===== config.mk =====
export PLATFORM = sky130hd
export DESIGN_NAME = i2c_target
export DESIGN_NICKNAME = d
export VERILOG_FILES = /design/src/rtl/i2c_target.sv
export SDC_FILE = /design/constraint.sdc
export NUM_CORES = 1
export LEC_CHECK = 0
export BUFFER_PORTS_ARGS = -buffer_cell sky130_fd_sc_hd__buf_2
export CAP_MARGIN = 25
export CORE_MARGIN = 2
export CORE_UTILIZATION = 50
export CTS_BUF_LIST = sky130_fd_sc_hd__clkbuf_4
export DETAILED_ROUTE_END_ITERATION = 8
export GPL_ROUTABILITY_DRIVEN = 1
export PLACE_DENSITY = 0.77
export SLEW_MARGIN = 15
export SYNTH_ARGS = -nofsm -noshare
export SYNTH_HDL_FRONTEND = slang
export SYNTH_SLANG_ARGS = --single-unit

===== constraint.sdc =====
create_clock -name clk -period 2.2 [get_ports clk]
set_clock_uncertainty 0.2 [all_clocks]
set_input_delay 0.44 -clock clk [delete_from_list [all_inputs] [get_ports clk]]
set_output_delay 0.44 -clock clk [all_outputs]
set_load 0.02 [all_outputs]

===== src/rtl/i2c_target.sv =====
// I2C target: oversampled START/STOP detection, fixed 7-bit address match,
// byte receive to host and host-fed byte transmit. Never drives SCL.
module i2c_target #(
  parameter logic [6:0] C_ADDR = 7'h42
) (
  input  logic       clk,
  input  logic       rst,
  input  logic       I2C_SCL,
  input  logic       I2C_SDA_I,
  output logic       I2C_SDA_O,
  output logic       I2C_SDA_OE,
  output logic [7:0] rx_data_o,
  output logic       rx_valid_o,
  input  logic [7:0] tx_data_i,
  output logic       tx_req_o,
  output logic       busy_o,
  output logic       stop_o
);

  typedef enum logic [2:0] {
    IDLE, ADDR, ADDR_ACK, WRITE, WRITE_ACK, READ, READ_ACK
  } state_t;

  state_t      state;
  logic [2:0]  bit_cnt;
  logic [7:0]  shreg;
  logic        phase;
  logic        rw;

  // _p0/_p1 form the synchronizer, _p2 holds the previous synchronized value
  logic scl_p0, scl_p1, scl_p2;
  logic sda_p0, sda_p1, sda_p2;

  always_ff @(posedge clk) begin
    if (rst) begin
      scl_p0 <= 1'b1; scl_p1 <= 1'b1; scl_p2 <= 1'b1;
      sda_p0 <= 1'b1; sda_p1 <= 1'b1; sda_p2 <= 1'b1;
    end else begin
      scl_p0 <= I2C_SCL;   scl_p1 <= scl_p0; scl_p2 <= scl_p1;
      sda_p0 <= I2C_SDA_I; sda_p1 <= sda_p0; sda_p2 <= sda_p1;
    end
  end

  logic       scl_rise, scl_fall, start_det, stop_det;
  logic [7:0] shift_in;

  assign scl_rise  = scl_p1 & ~scl_p2;
  assign scl_fall  = ~scl_p1 & scl_p2;
  assign start_det = scl_p1 & scl_p2 & sda_p2 & ~sda_p1;
  assign stop_det  = scl_p1 & scl_p2 & ~sda_p2 & sda_p1;
  assign shift_in  = {shreg[6:0], sda_p1};

  // Event stage -> registered outputs
  always_ff @(posedge clk) begin
    if (rst) begin
      state      <= IDLE;
      bit_cnt    <= 3'd0;
      shreg      <= 8'd0;
      phase      <= 1'b0;
      rw         <= 1'b0;
      I2C_SDA_O  <= 1'b1;
      I2C_SDA_OE <= 1'b0;
      rx_data_o  <= 8'd0;
      rx_valid_o <= 1'b0;
      tx_req_o   <= 1'b0;
      busy_o     <= 1'b0;
      stop_o     <= 1'b0;
    end else begin
      rx_valid_o <= 1'b0;
      tx_req_o   <= 1'b0;
      stop_o     <= 1'b0;
      if (start_det) begin
        state      <= ADDR;
        bit_cnt    <= 3'd0;
        phase      <= 1'b0;
        I2C_SDA_O  <= 1'b1;
        I2C_SDA_OE <= 1'b0;
        busy_o     <= 1'b0;
      end else if (stop_det) begin
        state      <= IDLE;
        phase      <= 1'b0;
        I2C_SDA_O  <= 1'b1;
        I2C_SDA_OE <= 1'b0;
        stop_o     <= busy_o;
        busy_o     <= 1'b0;
      end else begin
        case (state)
          IDLE: ;
          ADDR: if (scl_rise) begin
            shreg   <= shift_in;
            bit_cnt <= bit_cnt + 3'd1;
            if (bit_cnt == 3'd7) begin
              phase <= 1'b0;
              rw    <= shift_in[0];
              state <= (shift_in[7:1] == C_ADDR) ? ADDR_ACK : IDLE;
            end
          end
          ADDR_ACK: if (scl_fall) begin
            if (!phase) begin
              I2C_SDA_O  <= 1'b0;
              I2C_SDA_OE <= 1'b1;
              busy_o     <= 1'b1;
              phase      <= 1'b1;
            end else begin
              phase   <= 1'b0;
              bit_cnt <= 3'd0;
              if (!rw) begin
                state      <= WRITE;
                I2C_SDA_O  <= 1'b1;
                I2C_SDA_OE <= 1'b0;
              end else begin
                state      <= READ;
                tx_req_o   <= 1'b1;
                shreg      <= tx_data_i;
                I2C_SDA_O  <= tx_data_i[7];
                I2C_SDA_OE <= 1'b1;
              end
            end
          end
          WRITE: if (scl_rise) begin
            shreg   <= shift_in;
            bit_cnt <= bit_cnt + 3'd1;
            if (bit_cnt == 3'd7) begin
              rx_data_o  <= shift_in;
              rx_valid_o <= 1'b1;
              phase      <= 1'b0;
              state      <= WRITE_ACK;
            end
          end
          WRITE_ACK: if (scl_fall) begin
            if (!phase) begin
              I2C_SDA_O  <= 1'b0;
              I2C_SDA_OE <= 1'b1;
              phase      <= 1'b1;
            end else begin
              I2C_SDA_O  <= 1'b1;
              I2C_SDA_OE <= 1'b0;
              phase      <= 1'b0;
              bit_cnt    <= 3'd0;
              state      <= WRITE;
            end
          end
          // phase marks that all 8 bits have been clocked out
          READ: begin
            if (scl_rise) begin
              bit_cnt <= bit_cnt + 3'd1;
              if (bit_cnt == 3'd7) phase <= 1'b1;
            end else if (scl_fall) begin
              if (phase) begin
                I2C_SDA_O  <= 1'b1;
                I2C_SDA_OE <= 1'b0;
                phase      <= 1'b0;
                state      <= READ_ACK;
              end else begin
                shreg     <= {shreg[6:0], 1'b0};
                I2C_SDA_O <= shreg[6];
              end
            end
          end
          READ_ACK: begin
            if (scl_rise) begin
              if (sda_p1) begin
                busy_o <= 1'b0;
                state  <= IDLE;
              end else begin
                phase <= 1'b1;
              end
            end else if (scl_fall && phase) begin
              phase      <= 1'b0;
              bit_cnt    <= 3'd0;
              tx_req_o   <= 1'b1;
              shreg      <= tx_data_i;
              I2C_SDA_O  <= tx_data_i[7];
              I2C_SDA_OE <= 1'b1;
              state      <= READ;
            end
          end
          default: state <= IDLE;
        endcase
      end
    end
  end

endmodule


Word level (Yosys, flattened, before mapping)
Index checks and enable logic that the tools add are counted.

word-level totals
  logic and storage cells = 187
  flip-flop bits (word level) = 35
  bits in read-only memories = 0
  bits in latches = 0
  RAM bits = 0
  bits of input ports = 12
  output and inout port bits = 14
  memories kept = 0

cells by class
  multiplexer cells = 77
  reduce and logical (&&, ||, !) cells = 24
  $lt $le $gt $ge = 0
  div/mod/pow operators = 0
  add/sub/neg operators = 1
  shift operators = 0
  bitwise logic cells = 16
  multipliers = 0
  equal/unequal tests = 50

operator list
  cell                                                                     number
  7-bit 2-to-1 mux                                                         9
  3-bit 2-to-1 mux                                                         20
  4-bit inequality test, second input constant                             11
  1-bit 2-to-1 mux                                                         39
  2-bit inequality test, second input constant                             18
  7-bit case mux with 4 select lines                                       1
  14-bit AND reduction                                                     2
  3-bit case mux with 7 select lines                                       1
  3-bit inequality test, second input constant                             6
  8-bit AND reduction                                                      2
  5-bit AND reduction                                                      3
  7-bit AND reduction                                                      2
  3-bit equality test, second input constant                               4
  1-bit case mux with 4 select lines                                       3
  12-bit AND reduction                                                     1
  4-bit nonzero test                                                       3
  2-bit by 1-bit inequality test with 1-bit output, second input constant  5
  5-bit inequality test, second input constant                             2
  1-bit inverter                                                           9
  3-bit case mux with 3 select lines                                       1
  3-bit OR reduction                                                       3
  1-bit bitwise AND                                                        7
  7-bit equality test, second input constant                               1
  3-bit by 2-bit equality test with 1-bit output, second input constant    2
  other kinds (10)                                                         13

Longest topological paths before layout
Gate-level depths: netlist of the first run.

  depth in word-level cells = 8
  mapped depth = 9
  depth with buffers taken out = 7

Least setup slack after synthesis of the first run
Ideal clock, no wire load.

  kind = reg-to-reg
  start = register scl_p1
  end = register shreg[5]
  clock period less this slack = 2.024 ns
  cell stages (with the launch flop) = 10
  path slack = 0.176 ns
  required time = 1.912 ns
  data arrival time = 1.736 ns
  path buffers = 2
  library setup time = 0.088 ns
  cells stage by stage = dfxtp_1 inv_1 ha_1 buf_4 o211ai_2 o21a_1 a2111oi_4 buf_6 nor2_2 a311oi_2

between the ends
  cells in the longest elaborated chain, start to end = 5
  elaborated cells on any way between the ends = 18
  those cells by class = eq/ne (6); bitwise (10); reduce/logical (2)

RTL lines
  item                                                               RTL line    text
  start, declared                                                    31          logic scl_p0, scl_p1, scl_p2;
  start signal, assigned                                             36          scl_p0 <= 1'b1; scl_p1 <= 1'b1; scl_p2 <= 1'b1;
  start signal, assigned                                             39          scl_p0 <= I2C_SCL; scl_p1 <= scl_p0; scl_p2 <= scl_p1;
  1-bit bitwise AND or 1-bit inverter (tied branches)                49, 50, 48
  1-bit bitwise AND, on equally long branches                        50, 48, 49
  1-bit bitwise AND (tied with other cells)                          50          assign stop_det = scl_p1 & scl_p2 & ~sda_p2 & sda_p1;
  1-bit inverter (no line) or 2-bit inequality test (tied branches)  n/a
  12-bit AND reduction (no line) (*)                                 n/a
  end signal, assigned                                               90          shreg <= shift_in;
  end signal, assigned                                               114         shreg <= tx_data_i;
  end signal, assigned                                               121         shreg <= shift_in;
  end, declared                                                      26          logic [7:0] shreg;

Every way passes the cells marked *; elsewhere a longest branch is shown, timed or not.
A chain may end at the register's enable or synchronous reset.

Worst setup path in the final report of the first run
  start = register scl_p1
  end = register shreg[6]

Same word-level chain as after synthesis.

==> results of run 1 <==
==> where the power goes <==
part | internal [mW] | switching, mW | total [mW]
registers | 0.640 | 0.00698 | 0.647
logic | 0.0324 | 0.0416 | 0.0740
clock network | 0.135 | 0.229 | 0.364
total | 0.808 | 0.277 | 1.09
==> layout by cell type, fill, tap and decap left out, types with 3 or more instances in the layout <==
cell	netlist	layout
nand3_1	7	7
a21oi_1	9	9
a311oi_1	5	5
nand3b_1	3	3
or2_2	7	7
nand2b_1	3	3
mux2i_1	13	13
buf_4	3	17
a221oi_1	3	3
a211oi_2	2	3
buf_2	6	25
nand4_1	4	4
nor2b_1	4	4
dfxtp_2	0	5
nor2_1	23	23
o21ai_0	12	12
ha_1	5	5
clkbuf_4	1	6
dfxtp_1	35	30
inv_1	8	8
buf_12	0	3
nand2_1	14	14
==> synthesized netlist by cell type, types with 4 or more instances <==
cell type / n / share of area [%]
dfxtp_1: 35 / 35
nor2_1: 23 / 4.4
nand2_1: 14 / 2.7
mux2i_1: 13 / 6.6
o21ai_0: 12 / 3.0
a21oi_1: 9 / 2.3
inv_1: 8 / 1.5
nand3_1: 7 / 1.8
or2_2: 7 / 2.2
buf_2: 6 / 1.5
buf_6: 6 / 3.4
a311oi_1: 5 / 2.2
ha_1: 5 / 3.2
nand4_1: 4 / 1.3
nor2b_1: 4 / 1.3
==> worst paths after layout <==
path                            startpoint        to  slack, ps  depth (start not counted)
worst max-delay path                scl_p1  shreg[6]         60                          9
worst min-delay path             I2C_SDA_I    sda_p0         60                          2
worst max register to register      scl_p1  shreg[6]         60                          9
worst min register to register      scl_p0    scl_p1        220                          1
==> flip-flops by register name, summed over array words and instances, names as in the netlist, 3 cells and up <==
name,flops
state,3
shreg,7
bit_cnt,3
rx_data_o,8
==> layout make-up <==
type	count	area [um^2]
fillers	345	1430
multi-input cells	160	1120
flip-flops and latches	35	707
repair buffers	46	338
well taps	48	60.1
clock buffers	6	45.0
inverters	8	30.0
clock inverters	2	12.5
==> through the flow <==
| step | setup slack (ps) | std cells | util, % | TNS [ps] |
|---|---|---|---|---|
| finish | 61.1 | 305 | 61.8 | 0 |
| detailed placement | 57.3 | 294 | 58.7 | 0 |
| global route | -5.74 | 305 | 61.8 | -5.74 |
| global placement | 137 | 294 | 58.7 | 0 |
| CTS | 36.4 | 302 | 60.3 | 0 |
| floorplan | 176 | 221 | - | 0 |
==> layer usage <==
layer,up-vias,wire length (um)
met3,10,226
met1,828,2180
met5,-,0
met2,47,2220
li1,878,-
met4,0,95
==> repair_timing <==
item	in CTS	in global routing
resized for setup	0	7
endpoints found under the setup margin	0	9
buffers inserted	0	2
==> worst max-delay path: stages, from the launching register on <==
cell and delay, ps:
dfxtp_2 370, inv_1 50, ha_1 240, and2b_1 180, o31ai_2 250, a2111oi_4 110, buf_4 170, clkbuf_16 160
buf_4 130, a311oi_2 190
==> cell families (layout without fill, tap and decap cells) <==
kind of cell             after synthesis  after routing  synth area share, %
adder cells (fa/ha/maj)                5              5                 3.17
AO/OA/AOI/OAI                         59             59                 23.8
flip-flops                            35             35                 35.5
multiplexers                          13             13                 6.59
buffers and inverters                 26             62                 8.36
AND/OR/NAND/NOR                       81             81                 21.7
XOR/XNOR                               2              2                0.887
==> impl_metrics.yaml, run 1 <==
synth:
  syn_inst: 221
  synth_cell_types: 56
  async_flop_share_pct: 0
  synth.avg_cell_area_um2: 8.94
  synth_edf_count: 0
  ys_seq_elements: 35
  ys_seq_area_share_pct: 35.5
  syn-num-nets: 238
  ys_warn_count: 0
  netlist_area_um2: 1980
  synthFlopType: "dfxtp_1"
clocking:
  root_buffer: "clkbuf_4"
  cts_max_level: 2
  insertion_delay_ps: 360
  clkTransAtPathRegs_ps: 110
  cts_buffer_depth: 2
  clkSinkCount: 35
  tritoncts: "yes"
  ctsHoldBuffers: 0
  numCtsBuffers: 5
cells_and_area:
  fin_nets: 273
  postLayoutCellArea_um2: 2310
  syn_to_final_growth_pct: 17.0
  drive_gt1_share_pct: 31.9
  antenna_cells: 0
power_and_ir_drop:
  ir_drop_mv: 0.398
  p_leak_nw: 0.905
  power.total_mw: 1.09
  power_density_nw_per_um2: 469
worst_setup_path:
  cp.required_ps: 2270
  worst_setup_path_end_kind: "flop"
  setup.worst_path.start_class: "flop"
  path_class: "flop to flop"
  crit_fanout: 7
  arrival_ps: 2210
global_routing:
  grt-busiest-layer: "met2"
  grt_use_total_pct: 23.1
  grt_pass1_wl_um: 7730
  met1_usage_pct: 30.4
  use_met2_pct: 36.8
  overflow: 0
  grt_pass1_vias: 1711
  grt_max_degree: 28
  antenna_found_initial: 0
  grt_use_met3_pct: 4.05
floorplanning:
  die_x_um: 66.9
  start_util_pct: 52.8
  core-area_um2: 3740
  pin_count: 26
  die_h_um: 66.9
  row_count: 22
  design.die.area_um2: 4470
placed_design:
  io_buffers: 25
  dpl-instance-area_um2: 2200
  place_hpwl_um: 3260
  gp_congestion: 0.949
timing:
  post-route-period-util_pct: 97.2
  maxSlewHeadroom_pct: 72.8
  fin_hold_ws_ps: 57.2
  min_period_ps: 2140
  setup_viol: 0
  max_clock_freq_mhz: 468
  hold_viol: 0
  finalMaxSlewViolations: 0
  worst_pin_slew_ps: 406
route:
  dr_total_vias: 1763
  detailedRoute.firstPassIterationCount: 4
  ant_nets: 0
  routed_wl_um: 4720
  vias_per_cell: 5.78
  drtIter0Drc: 84
  wl_per_cell_um: 15.5
  remaining_drc_errors: 0
flow_run:
  drv_cap: 0
min_path:
  hold_path_class: "input pin to flop"
status:
  status: "finished, final reports clean"
No activity file was read; power rests on OpenSTA's default activity.
==> inputs of run 2 (changes only) <==
PLACE_DENSITY = 0.71   (was 0.77)
SLEW_MARGIN = 10   (was 15)
==> impl_metrics.yaml, run 2 (synthesis gave the netlist of run 1 again) <==
worst_setup_path:
  cp_cell_sequence: "inv_1, ha_1, o211ai_2, o21a_1, a2111oi_4, buf_12, nor2_1, a311oi_1"
  crit_fanout: 14
  critPathTopFamily: "compound AO/OA/AOI/OAI gates"
  cp.buffers_inverters: 2
  worstSetupStartpoint: "scl_p1"
  r2r_slack_ps: 120
  worst_setup_path_end_kind: "flop"
  r2r-start: "scl_p1"
  cp.required_ps: 2280
  critPathMaxStageDelay_ps: 350
  setup.worst_path.start_class: "flop"
  path_class: "flop to flop"
  crit_cells: 8
  crit_end: "shreg[4]"
  ff2ff_path_depth: 8
  arrival_ps: 2160
  rr_endpoint: "shreg[4]"
  crit_slowest_cell: "dfxtp_1"
floorplanning:
  row_count: 22
  design.die.area_um2: 4470
  core-area_um2: 3740
  start_util_pct: 52.8
  die_h_um: 66.9
  die_x_um: 66.9
  pin_count: 26
cells_and_area:
  fin_nets: 271
  top_regs: "rx_data_o x8, shreg x7"
  largest-register: "rx_data_o"
  layout_commonest_cell: "dfxtp_1"
  drive_gt1_share_pct: 29.4
  final_cell_mix: "dfxtp_1, buf_2, nor2_1, buf_4, nand2_1"
  syn_to_final_growth_pct: 15.6
  fillCellCount: 353
  largest_reg_flops: 8
  antenna_cells: 0
placed_design:
  io_buffers: 25
  place_hpwl_um: 3200
  gp_congestion: 0.907
clocking:
  numCtsBuffers: 5
  tritoncts: "yes"
  root_buffer: "clkbuf_4"
  clkSinkCount: 35
  clkTransAtPathRegs_ps: 120
  cts_setup_buffers: 0
  cts_buffer_depth: 2
  insertion_delay_ps: 360
  cts_max_level: 2
min_path:
  holdPathStages: 2
  hold_path_class: "input pin to flop"
power_and_ir_drop:
  power_density_nw_per_um2: 521
  power.total_mw: 1.19
  p_leak_nw: 0.894
  ir_drop_mv: 0.415
global_routing:
  grt_pass1_wl_um: 7520
  grt_use_total_pct: 22.5
  grt_max_degree: 16
  overflow: 0
  grt_pass1_vias: 1689
  antenna_found_initial: 0
route:
  detailedRoute.firstPassIterationCount: 4
  drtIter0Drc: 108
  dr_total_vias: 1737
  vias_per_cell: 5.73
  routed_wl_um: 4390
  wl_per_cell_um: 14.5
  ant_nets: 0
  remaining_drc_errors: 0
timing:
  min_period_ps: 2080
  post-route-period-util_pct: 94.6
  max_clock_freq_mhz: 480
  maxSlewHeadroom_pct: 72.7
  finalMaxSlewViolations: 0
  fin_tns_setup_ps: 0
  setup_viol: 0
  rsz0062_at_grt: "false"
  worst_pin_slew_ps: 407
  hold_viol: 0
flow_run:
  drv_cap: 0
status:
  status: "finished, final reports clean"
-- run 2: cell types whose count changed in the layout (fill, tap and decap cells not counted), sizes merged --
cell | previous run | this run
clkbuf | 7 | 5
buf | 45 | 44
bufinv | 0 | 1
clkinvlp | 1 | 0
inv | 8 | 9
-- run 2: how the worst min path moves through the flow --
stage                         start  endpoint  slack [ps]
after floorplan              scl_p0    scl_p1         190
after global placement       sda_p0    sda_p1         190
after detailed placement     sda_p0    sda_p1         190
after CTS                 I2C_SDA_I    sda_p0          60
after global routing        I2C_SCL    scl_p0          60
final                       I2C_SCL    scl_p0          60
-- run 2: stage by stage --
stage / setup slack (ps) / area [um^2] / utilization, % / hold WS (ps) / instances
2_1_floorplan: 176 / 1980 / - / 189 / 221
3_3_place_gp: 144 / 2190 / 58.6 / 193 / 295
3_5_place_dp: 50.6 / 2190 / 58.6 / 193 / 295
4_1_cts: 44.9 / 2270 / 60.7 / 55.7 / 303
5_1_grt: 9.23 / 2280 / 61.0 / 62.3 / 303
6_report: 118 / 2280 / 61.0 / 60.9 / 303
-- run 2: metal layers --
| layer | track usage [%] | vias up | routed length (um) |
|---|---|---|---|
| met1 | 29.3 | 811 | 2070 |
| met3 | 4.05 | 11 | 215 |
| met5 | 0 | - | 0 |
| li1 | - | 874 | - |
| met2 | 36.1 | 41 | 2010 |
| met4 | 9.95 | 0 | 93 |
-- run 2: final cells by class --
| class | instances | area, um^2 | share of cell area (%) |
|---|---|---|---|
| clock buffer | 5 | 37.5 | 1.64 |
| tap | 48 | 60.1 | 2.63 |
| sequential | 35 | 701 | 30.7 |
| clock inverter | 3 | 42.5 | 1.86 |
| multi-input combinational | 160 | 1120 | 49.1 |
| inverter | 8 | 30.0 | 1.31 |
| timing repair buffer | 44 | 293 | 12.8 |
-- run 2: what timing repair did --
item,in CTS,in global routing
setup endpoints to repair,0,7
resized for setup,0,3
hold buffers,0,0
-- run 2: power breakdown --
group	internal, mW	switching (mW)	leakage [nW]
combinational	0.0315	0.0418	0.568
sequential	0.640	0.00477	0.283
clock	0.239	0.234	0.0432
total	0.911	0.280	0.894
==> inputs of run 3 (changes only) <==
CORE_UTILIZATION = 30   (was 50)
PLACE_DENSITY = default   (was 0.71)
==> impl_metrics.yaml, run 3 (synthesis gave the netlist of run 1 again) <==
timing:
  maxSlewHeadroom_pct: 72.2
  setup_slack_ps: 122
  min_period_ps: 2080
  setup_viol: 0
  fin_hold_ws_ps: 70.1
  post-route-period-util_pct: 94.4
  max_clock_freq_mhz: 481
  fin_tns_setup_ps: 0
  worst_pin_slew_ps: 414
  rsz0062_at_grt: "false"
  hold_viol: 0
  finalMaxSlewViolations: 0
power_and_ir_drop:
  power.total_mw: 1.08
  netSwitchingFraction_pct: 26.5
  pwr-share-clk_pct: 33.4
  p_leak_nw: 0.870
  ir_drop_mv: 0.175
  combinationalPowerShare_pct: 6.9
  intPower_mw: 0.794
  p_sw_mw: 0.287
  p_seq_share_pct: 59.7
  power_density_nw_per_um2: 473
worst_setup_path:
  cp.buffers_inverters: 1
  path_class: "flop to flop"
  critPathMaxStageDelay_ps: 400
  critPathTopFamily: "compound AO/OA/AOI/OAI gates"
  crit_fanout: 14
  crit_slowest_cell: "dfxtp_1"
  cp_cell_sequence: "ha_2, nor2b_1, a211oi_1, a2111oi_4, buf_12, nor2_2, a311oi_2"
  setup.worst_path.start_class: "flop"
  worst_setup_path_end_kind: "flop"
  arrival_ps: 2140
  cp.required_ps: 2260
route:
  vias_per_cell: 5.32
  ant_nets: 0
  detailedRoute.firstPassIterationCount: 4
  dr_total_vias: 1761
  drtIter0Drc: 168
  wl_per_cell_um: 14.2
  routed_wl_um: 4710
  remaining_drc_errors: 0
cells_and_area:
  fin_nets: 270
  antenna_cells: 0
  layout_commonest_cell: "dfxtp_1"
  syn_to_final_growth_pct: 15.6
  drive_gt1_share_pct: 28.7
  largest_reg_flops: 8
  fin_cells: 331
  largest-register: "rx_data_o"
  top_regs: "rx_data_o x8, shreg x7"
  fillCellCount: 658
  final_cell_mix: "dfxtp_1, buf_2, nor2_1, buf_4, nand2_1"
clocking:
  clkTransAtPathRegs_ps: 110
  tritoncts: "yes"
  numCtsBuffers: 5
  cts_buffer_depth: 2
  cts_max_level: 2
  clkSinkCount: 35
  ctsHoldBuffers: 0
  insertion_delay_ps: 350
  root_buffer: "clkbuf_4"
global_routing:
  grt_use_total_pct: 13.6
  grt_pass1_vias: 1667
  grt_max_degree: 28
  grt_pass1_wl_um: 7940
  overflow: 0
  antenna_found_initial: 0
placed_design:
  place_hpwl_um: 3390
  io_buffers: 25
  post-place-ws_ps: 32.1
  gp_congestion: 0.885
  dp_cells: 323
flow_run:
  drv_cap: 0
floorplanning:
  design.die.area_um2: 7250
  row_count: 29
  start_util_pct: 31.1
  pin_count: 26
  core-area_um2: 6350
  die_x_um: 85.2
  die_h_um: 85.2
min_path:
  hold_path_class: "input pin to flop"
status:
  status: "finished, final reports clean"
-- run 3: area by class of cell --
| type | count | area, um^2 | share of cell area [%] |
|---|---|---|---|
| multi-input cells | 160 | 1110 | 48.7 |
| flip-flops and latches | 35 | 702 | 30.7 |
| inverters | 8 | 30.0 | 1.32 |
| well taps | 77 | 96.3 | 4.22 |
| clock inverters | 3 | 20.0 | 0.877 |
| repair buffers | 43 | 285 | 12.5 |
| clock buffers | 5 | 37.5 | 1.64 |
-- run 3: routing by layer --
layer / wire, um / track usage, % / vias to the layer above
met5: 0 / 0 / -
met3: 274 / 3.50 / 5
met2: 2160 / 21.1 / 47
li1: - / - / 868
met1: 2200 / 18.3 / 841
met4: 72 / 4.91 / 0
-- run 3: path summary, 6_finish.rpt --
check / to / startpoint / cells past startpoint / slack (ps)
setup / recovery: shreg[5] / scl_p1 / 7 / 120
hold / removal: scl_p0 / I2C_SCL / 2 / 70
setup reg to reg: shreg[5] / scl_p1 / 7 / 120
hold reg to reg: sda_p1 / sda_p0 / 1 / 190
-- run 3: power groups by stage --
stage | clock network [mW] | logic (mW) | registers (mW)
2_1_floorplan | 0 | 0.0561 | 0.658
3_3_place_gp | 0 | 0.0742 | 0.660
3_5_place_dp | 0 | 0.0742 | 0.660
4_1_cts | 0.377 | 0.0743 | 0.646
5_1_grt | 0.402 | 0.0818 | 0.647
6_report | 0.361 | 0.0744 | 0.646
-- run 3: through the flow --
stage | area (um^2) | util (%)
after detailed placement | 2220 | 35.0
after global placement | 2220 | 35.0
final | 2280 | 36.0
after floorplan | 1980 | -
after CTS | 2280 | 35.9
after global routing | 2280 | 36.0
-- run 3: timing repair --
action | in CTS | in global routing
hold endpoints to repair | 0 | 0
resized for setup | 0 | 2
setup endpoints to repair | 0 | 9
buffers inserted | 0 | 0
